<file path="config.mk">
export PLATFORM = sky130hd
export DESIGN_NAME = pipe_stage_skid_flat
export DESIGN_NICKNAME = d
export VERILOG_FILES = /design/src/rtl/pipe_stage_skid_if.sv /design/src/rtl/pipe_stage_skid.sv /design/src/flat_wrapper.sv
export SDC_FILE = /design/constraint.sdc
export NUM_CORES = 1
export LEC_CHECK = 0
export ABC_AREA = 1
export CELL_PAD_IN_SITES_DETAIL_PLACEMENT = 2
export CELL_PAD_IN_SITES_GLOBAL_PLACEMENT = 2
export CORE_MARGIN = 3
export CORE_UTILIZATION = 25
export CTS_BUF_LIST = sky130_fd_sc_hd__clkbuf_8
export CTS_CLUSTER_SIZE = 40
export DETAILED_ROUTE_END_ITERATION = 7
export GPL_TIMING_DRIVEN = 0
export PLACE_DENSITY = 0.7
export SLEW_MARGIN = 20
export SYNTH_ARGS = -nofsm -noshare
export SYNTH_HDL_FRONTEND = slang
export SYNTH_SLANG_ARGS = --single-unit
</file>
<file path="constraint.sdc">
create_clock -name clk -period 16.7 [get_ports clk]
set_input_delay 4.175 -clock clk [delete_from_list [all_inputs] [get_ports clk]]
set_output_delay 4.175 -clock clk [all_outputs]
set_load 0.01 [all_outputs]
</file>
<file path="src/rtl/pipe_stage_skid_if.sv">
// Valid/ready beat carrying a control field and a payload field.
// A beat transfers on a clock edge where valid and ready are both 1; the master holds
// valid, ctrl and data stable while valid=1 and ready=0.
interface pipe_stage_skid_if #(
   parameter int CTRL_W = 2,
   parameter int DATA_W = 69
);
   logic              valid;
   logic              ready;
   logic [CTRL_W-1:0] ctrl;
   logic [DATA_W-1:0] data;

   modport master (output valid, output ctrl, output data, input ready);
   modport slave  (input valid, input ctrl, input data, output ready);
endinterface

</file>
<file path="src/rtl/pipe_stage_skid.sv">
// Elastic pipeline stage: main register plus one-entry skid, full-rate valid/ready,
// synchronous flush with bubble insertion and a saturating backpressure counter.
module pipe_stage_skid #(
   parameter int CTRL_W = 2,
   parameter int DATA_W = 69,
   parameter int CNT_W  = 16
) (
   input  logic               clk,
   input  logic               reset,
   input  logic               flush,
   pipe_stage_skid_if.slave   up,
   pipe_stage_skid_if.master  dn,
   output logic [CNT_W-1:0]   stall_cnt,
   output logic [1:0]         state_dbg
);

   typedef enum logic [1:0] {
      EMPTY = 2'd0,
      ONE   = 2'd1,
      FULL  = 2'd2
   } state_t;

   state_t            state_q, state_d;
   logic              main_valid_q, main_valid_d;
   logic [CTRL_W-1:0] main_ctrl_q, main_ctrl_d;
   logic [DATA_W-1:0] main_data_q, main_data_d;
   logic              skid_valid_q, skid_valid_d;
   logic [CTRL_W-1:0] skid_ctrl_q, skid_ctrl_d;
   logic [DATA_W-1:0] skid_data_q, skid_data_d;
   logic              in_ready_q, in_ready_d;
   logic [CNT_W-1:0]  stall_cnt_q, stall_cnt_d;

   logic accept;
   logic emit;

   assign accept = up.valid & in_ready_q;
   assign emit   = main_valid_q & dn.ready;

   always_comb begin
      state_d      = state_q;
      main_valid_d = main_valid_q;
      main_ctrl_d  = main_ctrl_q;
      main_data_d  = main_data_q;
      skid_valid_d = skid_valid_q;
      skid_ctrl_d  = skid_ctrl_q;
      skid_data_d  = skid_data_q;
      in_ready_d   = in_ready_q;
      stall_cnt_d  = stall_cnt_q;

      if (main_valid_q && !dn.ready && (stall_cnt_q != {CNT_W{1'b1}}))
         stall_cnt_d = stall_cnt_q + CNT_W'(1);

      // Flush wins over any transfer; payload registers deliberately keep their contents.
      if (flush) begin
         state_d      = EMPTY;
         main_valid_d = 1'b0;
         skid_valid_d = 1'b0;
         main_ctrl_d  = '0;
         skid_ctrl_d  = '0;
         in_ready_d   = 1'b1;
      end else begin
         case (state_q)
            EMPTY: begin
               if (accept) begin
                  main_valid_d = 1'b1;
                  main_ctrl_d  = up.ctrl;
                  main_data_d  = up.data;
                  state_d      = ONE;
               end
            end
            ONE: begin
               if (accept && emit) begin
                  main_ctrl_d = up.ctrl;
                  main_data_d = up.data;
               end else if (accept) begin
                  skid_valid_d = 1'b1;
                  skid_ctrl_d  = up.ctrl;
                  skid_data_d  = up.data;
                  in_ready_d   = 1'b0;
                  state_d      = FULL;
               end else if (emit) begin
                  main_valid_d = 1'b0;
                  state_d      = EMPTY;
               end
            end
            FULL: begin
               if (emit && skid_valid_q) begin
                  main_ctrl_d  = skid_ctrl_q;
                  main_data_d  = skid_data_q;
                  skid_valid_d = 1'b0;
                  in_ready_d   = 1'b1;
                  state_d      = ONE;
               end
            end
            default: begin
               state_d      = EMPTY;
               main_valid_d = 1'b0;
               skid_valid_d = 1'b0;
               in_ready_d   = 1'b1;
            end
         endcase
      end
   end

   always_ff @(posedge clk or posedge reset) begin
      if (reset) begin
         state_q      <= EMPTY;
         main_valid_q <= 1'b0;
         main_ctrl_q  <= '0;
         main_data_q  <= '0;
         skid_valid_q <= 1'b0;
         skid_ctrl_q  <= '0;
         skid_data_q  <= '0;
         in_ready_q   <= 1'b1;
         stall_cnt_q  <= '0;
      end else begin
         state_q      <= state_d;
         main_valid_q <= main_valid_d;
         main_ctrl_q  <= main_ctrl_d;
         main_data_q  <= main_data_d;
         skid_valid_q <= skid_valid_d;
         skid_ctrl_q  <= skid_ctrl_d;
         skid_data_q  <= skid_data_d;
         in_ready_q   <= in_ready_d;
         stall_cnt_q  <= stall_cnt_d;
      end
   end

   // Ctrl is masked so a bubble can never assert a write enable downstream.
   assign up.ready  = in_ready_q;
   assign dn.valid  = main_valid_q;
   assign dn.ctrl   = main_valid_q ? main_ctrl_q : '0;
   assign dn.data   = main_data_q;
   assign stall_cnt = stall_cnt_q;
   assign state_dbg = state_q;

endmodule

</file>
<file path="src/flat_wrapper.sv">
// flat-port wrapper written by rule: the top's interface ports become plain ports
module pipe_stage_skid_flat 
#(
   parameter int CTRL_W = 2,
   parameter int DATA_W = 69,
   parameter int CNT_W  = 16
)
  (clk, reset, flush, stall_cnt, state_dbg, up_valid, up_ctrl, up_data, up_ready, dn_valid, dn_ctrl, dn_data, dn_ready);
  pipe_stage_skid_if #(.CTRL_W(CTRL_W), .DATA_W(DATA_W)) up_i ();
  pipe_stage_skid_if #(.CTRL_W(CTRL_W), .DATA_W(DATA_W)) dn_i ();
  input  logic clk;
  input  logic reset;
  input  logic flush;
  output logic [CNT_W-1:0] stall_cnt;
  output logic [1:0] state_dbg;
  input wire logic [$bits(up_i.valid)-1:0] up_valid;
  input wire logic [$bits(up_i.ctrl)-1:0] up_ctrl;
  input wire logic [$bits(up_i.data)-1:0] up_data;
  output wire logic [$bits(up_i.ready)-1:0] up_ready;
  output wire logic [$bits(dn_i.valid)-1:0] dn_valid;
  output wire logic [$bits(dn_i.ctrl)-1:0] dn_ctrl;
  output wire logic [$bits(dn_i.data)-1:0] dn_data;
  input wire logic [$bits(dn_i.ready)-1:0] dn_ready;
  assign up_i.valid = up_valid;
  assign up_i.ctrl = up_ctrl;
  assign up_i.data = up_data;
  assign up_ready = up_i.ready;
  assign dn_valid = dn_i.valid;
  assign dn_ctrl = dn_i.ctrl;
  assign dn_data = dn_i.data;
  assign dn_i.ready = dn_ready;
  pipe_stage_skid #(.CTRL_W(CTRL_W), .DATA_W(DATA_W), .CNT_W(CNT_W)) u_core (.clk(clk), .reset(reset), .flush(flush), .up(up_i), .dn(dn_i), .stall_cnt(stall_cnt), .state_dbg(state_dbg));
endmodule
</file>
# ---- After elaboration in Yosys (flattened, before gate mapping)
# Cells that the tools add are included.
dict set report totals {
  reg_bits 163
  in_bits 76
  output_inout_bits 91
  wordCells 83
}
dict set report classes {
  n_addsub 1
  n_eq_ne 17
  mux 35
  bitwise 4
  n_reduce_logical 17
}
# op n
set op_table {}
lappend op_table {{two-way mux 69 bit} 3}
lappend op_table {{one-hot mux 69 bit (3 select lines)} 1}
lappend op_table {{two-way mux 2 bit} 14}
lappend op_table {{adder 16 x 1 -> 16 bit (second input constant)} 1}
lappend op_table {{inequality test 16 bit (second input constant)} 1}
lappend op_table {{AND reduction 4 bit} 4}
lappend op_table {{inequality test 3 x 2 -> 1 bit (second input constant)} 5}
lappend op_table {{two-way mux 1 bit} 12}
lappend op_table {{one-hot mux 2 bit (3 select lines)} 2}
lappend op_table {{AND reduction 5 bit} 2}
lappend op_table {{one-hot mux 1 bit (3 select lines)} 3}
lappend op_table {{inequality test 2 x 1 -> 1 bit (second input constant)} 3}
lappend op_table {{inequality test 2 bit (second input constant)} 3}
lappend op_table {{inequality test 3 bit (second input constant)} 2}
lappend op_table {{logical AND 1 bit} 4}
lappend op_table {{inequality test 4 x 2 -> 1 bit (second input constant)} 1}
lappend op_table {{nonzero test 2 bit} 2}
lappend op_table {{nonzero test 4 bit} 1}
lappend op_table {{AND reduction 3 bit} 1}
lappend op_table {{nonzero test 3 bit} 1}
lappend op_table {{AND 1 bit} 2}
lappend op_table {{equality test 2 x 1 -> 1 bit (second input constant)} 1}
lappend op_table {{equality test 2 bit (second input constant)} 1}
lappend op_table {{logical NOT 2 bit} 1}
lappend op_table {{other kinds (2)} 3}

# ---- Longest topological paths before layout
# Gate-level depths: netlist (run 1).
dict set report logic_depth {
  word_depth 6
  ltp_mapped 9
  ltp_nobuf 9
}

# ---- Worst setup path before layout (run 1)
# OpenSTA, ideal clock, no wires.
dict set report synth_timing {
  kind {input-to-reg}
  startpoint {input port dn_ready}
  endpoint {register u_core.main_data_q[0] (netlist: u_core.dn.data[0])}
  setup_time_ns 0.123
  arrival_ns 5.042
  path_slack_ns 11.535
  path_stages 8
  n_path_buf 3
  path_cell_list {nand2_2 -> o21ai_4 -> nand4_2 -> buf_4 -> buf_6 -> buf_6 -> nand2_1 -> o21ai_1}
}
dict set report synth_between {
  elab_chain_cells 4
  word_cells_on_any_way 6
  cone_classes {2 x eq/ne; 1 x bitwise; 3 x reduce/logical}
}
# item line_no
set synth_rtl {}
lappend synth_rtl {{start, declared} flat_wrapper.sv:23} ;# input wire logic [$bits(dn_i.ready)-1:0] dn_ready;
lappend synth_rtl {{AND 1 bit *} pipe_stage_skid.sv:37} ;# assign emit = main_valid_q & dn.ready;
lappend synth_rtl {{logical AND 1 bit (on tied branches)} {pipe_stage_skid.sv:87, pipe_stage_skid.sv:72}}
lappend synth_rtl {{inequality test 2 x 1 -> 1 bit (no source line)} n/a}
lappend synth_rtl {{AND reduction 5 bit (no source line) *} n/a}
lappend synth_rtl {{end signal, assigned} pipe_stage_skid.sv:120} ;# main_data_q <= main_data_d;
lappend synth_rtl {{end, declared} pipe_stage_skid.sv:26} ;# logic [DATA_W-1:0] main_data_q, main_data_d;
# Every way passes the cells marked *; elsewhere a longest branch is shown, timed or not.
# A chain may end at the register's enable or synchronous reset.

# ---- Worst setup path after layout (run 1)
dict set report layout_timing {
  startpoint {register u_core.main_valid_q (netlist: u_core.dn.valid)}
  endpoint {output port dn_ctrl[1]}
}
dict set report layout_between {
  elab_chain_cells 1
}
# item line_no
set layout_rtl {}
lappend layout_rtl {{start, declared} pipe_stage_skid.sv:24} ;# logic main_valid_q, main_valid_d;
lappend layout_rtl {{start signal, assigned} pipe_stage_skid.sv:118} ;# main_valid_q <= main_valid_d;
lappend layout_rtl {{two-way mux 2 bit} pipe_stage_skid.sv:132} ;# assign dn.ctrl = main_valid_q ? main_ctrl_q : '0;
lappend layout_rtl {{end, declared} flat_wrapper.sv:21} ;# output wire logic [$bits(dn_i.ctrl)-1:0] dn_ctrl;
# No other way between the ends.

==> results.yml, run 1 <==
timing:
  fmax_mhz: 172
  slew_headroom_pct: 59.2
  fin_tns_setup_ps: 0
  period_needed_ps: 5800
  fin_ws_ps: 10900
  hold_viol_final: 0
  setup_viol: 0
  post-route-period-util_pct: 34.8
  skew_ps: 21.0
  tightest_slew_ps: 612
  drv_slew: 0
  rsz0062_at_grt: "false"
final_layout:
  final_cell_mix: "nand2_1, clkdlybuf4s50_1, dfrtp_1, o21ai_0, inv_1"
  final_layout_size_suffix_gt1_share_pct: 7.81
  diodes: 0
  final_nets: 1114
  final_common_cell: "nand2_1"
  final_util_pct: 34.3
  areaGrowthSynthToFinish_pct: 34.7
die:
  core_mm2: 0.0289
  die_area_mm2: 0.0315
  row_count: 62
  die_h_um: 178
  num_io_pins: 167
  start_util_pct: 25.5
  die_w_um: 178
placement:
  portBuffers: 166
  place_ws_ps: 10610
  gp_congestion: 0.736
  hpwl_mm: 17.5
hold_path:
  hp-start: "u_core.skid_valid_q"
  hold_path_class: "reg2reg"
setup_path:
  crit_start: "u_core.dn.valid"
  cp.required_ps: 12520
  critPathLaunchType: "flop"
  cp.arrival_ps: 1630
  path_class: "reg2out"
  cpMaxStageDelayCell: "clkdlybuf4s50_1"
  worst-path-buf-inv: 2
  cp_top_family: "buffers and inverters"
  cp-end-kind: "output port"
  max_stage_delay_ps: 540
  cp_cell_sequence: "nand2_1 -> inv_1 -> clkdlybuf4s50_1"
  r2r-start: "u_core.stall_cnt[0]"
  crit_fanout: 5
global_route:
  gr-usage-all-layers_pct: 15.6
  use_met1_pct: 21.0
  gr-total-overflow: 0
  met3_usage_pct: 2.85
  grt_max_degree: 95
  grt-busiest-layer: "met2"
  grtUsageMet2_pct: 26.5
  grt_pass1_vias: 7020
  grt_pass1_wl_mm: 38.7
  antenna_found_initial: 0
clocking:
  cts_sinks: 163
  cts.reportedPaths.clkPinSlew_ps: 100
  post_cts_buffers: 0
  cts_buffers: 17
  cts-htree-levels: 4
  cts_resized: 0
  postCtsHoldBufs: 0
  tritoncts: "done"
  max-clock-path-buffers: 2
  cts_root_buffer: "clkbuf_8"
  clock_latency_ps: 460
synth:
  post-synth-top-area-cell: "dfrtp_1"
  syn_nets: 928
  synth_area_leaders: "dfrtp_1, nand2_1, o21ai_0"
  synth_cell_types: 28
  synth-async-reset-ratio_pct: 100
  synth-seq-area-share_pct: 55.4
  netlist_instances: 851
  synth_edf_count: 0
  yosys_warnings: 0
  yosys_register_bits: 163
  syn-cell-area_mm2: 0.00736
  synth_top_cell_area_share_pct: 55.1
  avgSynthCellArea_um2: 8.65
  yosys_most_used_dff: "dfrtp_1"
job:
  maxCapViolations: 0
route:
  routed_wl_mm: 24.2
  ant_nets: 0
  wl_per_cell_um: 16.9
  drt_iter0_markers: 314
  num_vias: 6367
  vias_per_cell: 4.44
  firstDrtPassIters: 4
  drc: 0
power:
  p_leak_nw: 4.93
  ir_drop_v: 0.0000581
  powerDensity_mw_per_mm2: 152
run_status:
  outcome: "finished, final reports clean"
## per-layer routing
layer	vias to the layer above	part of all wire, %
met2	102	49
met5	-	0
li1	3082	-
met3	8	3.1
met4	0	0.70
met1	3175	47
## through the flow
step	area [um2]	power (W)	cells	hold WS [ps]
floorplan	7360	0.000935	851	442
global placement	9500	0.00122	1401	456
detailed placement	9540	0.00125	1402	460
CTS	9910	0.00154	1434	485
global route	9910	0.00164	1434	512
finish	9910	0.00151	1434	478
## path summary, 6_finish.rpt
| path | endpoint | slack, ps | cells past startpoint |
|---|---|---|---|
| max | dn_ctrl[1] | 10900 | 3 |
| min | u_core.skid_valid_q | 480 | 2 |
| max reg2reg | u_core.stall_cnt[9] | 14720 | 8 |
| min reg2reg | u_core.skid_valid_q | 480 | 2 |
| max in group asynchronous | u_core.skid_data_q[10] | 11590 | 3 |
| min in group asynchronous | u_core.skid_data_q[41] | 4160 | 2 |
## worst register-to-register path, cell delays in order, from the launching register on
cell and delay [ps]:
dfrtp_1 480, ha_1 290, inv_1 70, nor2_2 200
nand4_1 270, nand2_2 210, buf_4 210, nand2_1 90
nand2_1 80
## area by class of cell
type	count	area (um2)
buffer	43	298
clock buffer	17	234
clock inverter	15	141
fill	3255	18900
inverter	62	240
multi-input combinational	583	2750
sequential	163	4080
tap	384	480
timing repair buffer	167	1690
## cell families (layout without fill, tap and decap cells)
family,count (synthesis),in the layout,synth area share [%]
compound gates,145,145,10.2
mux,39,39,5.30
flops,163,163,55.4
buf+inv,105,304,7.21
simple gates,391,391,20.8
xor+xnor,7,7,0.833
fa+ha+maj,1,1,0.170
## registers in the layout (all words and copies together) (netlist names)
name / count
u_core.dn.data: 69
u_core.dn.valid: 1
u_core.main_ctrl_q: 2
u_core.skid_ctrl_q: 2
u_core.skid_data_q: 69
u_core.skid_valid_q: 1
u_core.stall_cnt: 16
u_core.state_dbg: 2
u_core.up.ready: 1
## Yosys cell counts (9+ instances only)
master,instances
o21ai_0,86
nor2_1,23
dfrtp_1,162
o21ai_1,48
buf_2,15
inv_1,59
nand2_1,336
mux2i_1,39
clkbuf_1,9
buf_6,13
nand3_1,18
## report_power, final
part	internal (W)	switching [W]
Sequential	0.000567	0.000107
Combinational	0.000276	0.000274
Clock	0.000110	0.000174
Note: power is estimated with default switching activity, not from simulation.
==> inputs of run 2 (changes only) <==
Clock period 16.7 ns to 5.6 ns, I/O delays scaled along.
==> run 2 against run 1 <==
Worst hold slack gained 6.8 ps. Utilization is 0.33 points higher. Clock power grew to 3.0 times the previous value. Worst setup slack got worse by 8400 ps. Routed wire length grew 0.21%. Final area rose by 0.96%. Register-to-register slack worse by 11000 ps. Clock skew down 2.7 ps. Critical path type unchanged.
==> results.yml, run 2 (synthesized netlist as in run 1, its figures left out) <==
run_status:
  outcome: "finished, final reports clean"
global_route:
  gr-total-overflow: 0
  grt_pass1_wl_mm: 39.5
  grt_pass1_vias: 7192
  grt_max_degree: 31
  gr-usage-all-layers_pct: 16.0
  antenna_found_initial: 0
final_layout:
  areaGrowthSynthToFinish_pct: 36.0
  diodes: 0
  fillers: 3264
  final_cell_mix: "nand2_1, clkdlybuf4s50_1, dfrtp_1, o21ai_0, inv_1"
  final_common_cell: "nand2_1"
  final_area_mm2: 0.0100
  final_layout_size_suffix_gt1_share_pct: 8.15
  final_nets: 1119
clocking:
  cts_root_buffer: "clkbuf_8"
  clock_latency_ps: 470
  cts.reportedPaths.clkPinSlew_ps: 90
  post_cts_buffers: 0
  max-clock-path-buffers: 2
  cts-htree-levels: 4
  cts_resized: 0
  cts_buffers: 17
  postCtsHoldBufs: 0
  tritoncts: "done"
  cts_sinks: 163
timing:
  fin_tns_setup_ps: 0
  fmax_mhz: 327
  period_needed_ps: 3060
  skew_ps: 18.3
  tightest_slew_ps: 685
  setup_viol: 0
  slew_headroom_pct: 54.3
  post-route-period-util_pct: 54.6
  drv_slew: 0
  hold_viol_final: 0
  rsz0062_at_grt: "false"
setup_path:
  reg2reg_depth: 8
  r2r-start: "u_core.stall_cnt[0]"
  crit_start: "u_core.dn.valid"
  cp.required_ps: 4200
  cp.arrival_ps: 1660
  r2r-end: "u_core.stall_cnt[10]"
  crit_fanout: 5
  critPathLaunchType: "flop"
  path_class: "reg2out"
  ff2ff_setup_slack_ps: 3660
  cp-end-kind: "output port"
route:
  vias_per_cell: 4.47
  num_vias: 6433
  ant_nets: 0
  drt_iter0_markers: 263
  drc: 0
  routed_wl_mm: 24.2
  wl_per_cell_um: 16.8
  firstDrtPassIters: 4
job:
  maxCapViolations: 0
die:
  die_h_um: 178
  row_count: 62
  start_util_pct: 25.5
  core_mm2: 0.0289
  num_io_pins: 167
  die_area_mm2: 0.0315
  die_w_um: 178
hold_path:
  hold_path_class: "reg2reg"
  hold_path_depth: 2
  hp-start: "u_core.skid_valid_q"
  hold_end: "u_core.skid_valid_q"
placement:
  portBuffers: 166
  dpl-instance-area_mm2: 0.00963
  hpwl_mm: 17.9
  gp_congestion: 0.759
power:
  p_total_w: 0.00452
  ir_drop_v: 0.000169
  p_leak_nw: 4.97
  powerDensity_mw_per_mm2: 451
[run 2: changes by cell type in the layout (fill, tap and decap cells not counted)]
cell	delta
inv_8	-1
buf_12	+5
clkinv_4	-1
clkinv_2	-1
inv_6	+1
inv_1	+1
clkinvlp_4	+1
[run 2: how the worst max path moves through the flow]
stage          slack, ps               endpoint
6_report            2540             dn_ctrl[0]
5_1_grt             2440             dn_ctrl[0]
4_1_cts             2490             dn_ctrl[0]
3_5_place_dp        2270  u_core.skid_ctrl_q[1]
3_3_place_gp         370     u_core.dn.data[20]
2_1_floorplan       2130      u_core.dn.data[0]
[run 2: cell type report]
type / instances / area (um2) / area share, %
Timing Repair Buffer: 172 / 1790 / 17.9
Clock buffer: 17 / 234 / 2.34
Sequential cell: 163 / 4080 / 40.8
Tap cell: 384 / 480 / 4.80
Buffer: 43 / 298 / 2.98
Inverter: 62 / 236 / 2.36
Multi-Input combinational cell: 583 / 2750 / 27.5
Clock inverter: 15 / 140 / 1.40
[run 2: stage by stage]
stage                     util [%]  cells  hold slack, ps  setup WS, ps
after CTS                     34.7   1439             490          2490
after global placement        32.9   1401             455           369
after global routing          34.7   1439             513          2440
after floorplan                  -    851             442          2130
final                         34.7   1439             485          2540
after detailed placement      33.4   1407             466          2270
[run 2: power breakdown]
group,switching (W),leakage [nW],internal [W]
clock,0.000529,0.197,0.000330
sequential,0.000323,2.05,0.00169
combinational,0.000812,2.73,0.000831
[run 2: layer usage]
metal / global-route usage (%) / part of all wire (%) / vias to the layer above
met2: 27.7 / 50 / 107
met5: 0 / 0 / -
met3: 2.50 / 3.2 / 14
met4: 3.44 / 1.0 / 0
met1: 21.0 / 46 / 3232
li1: - / - / 3080
[run 2: critical path: stages (launching register included)]
cell	delay, ps
dfrtp_1	480
nand2_1	80
inv_1	100
clkdlybuf4s50_1	540
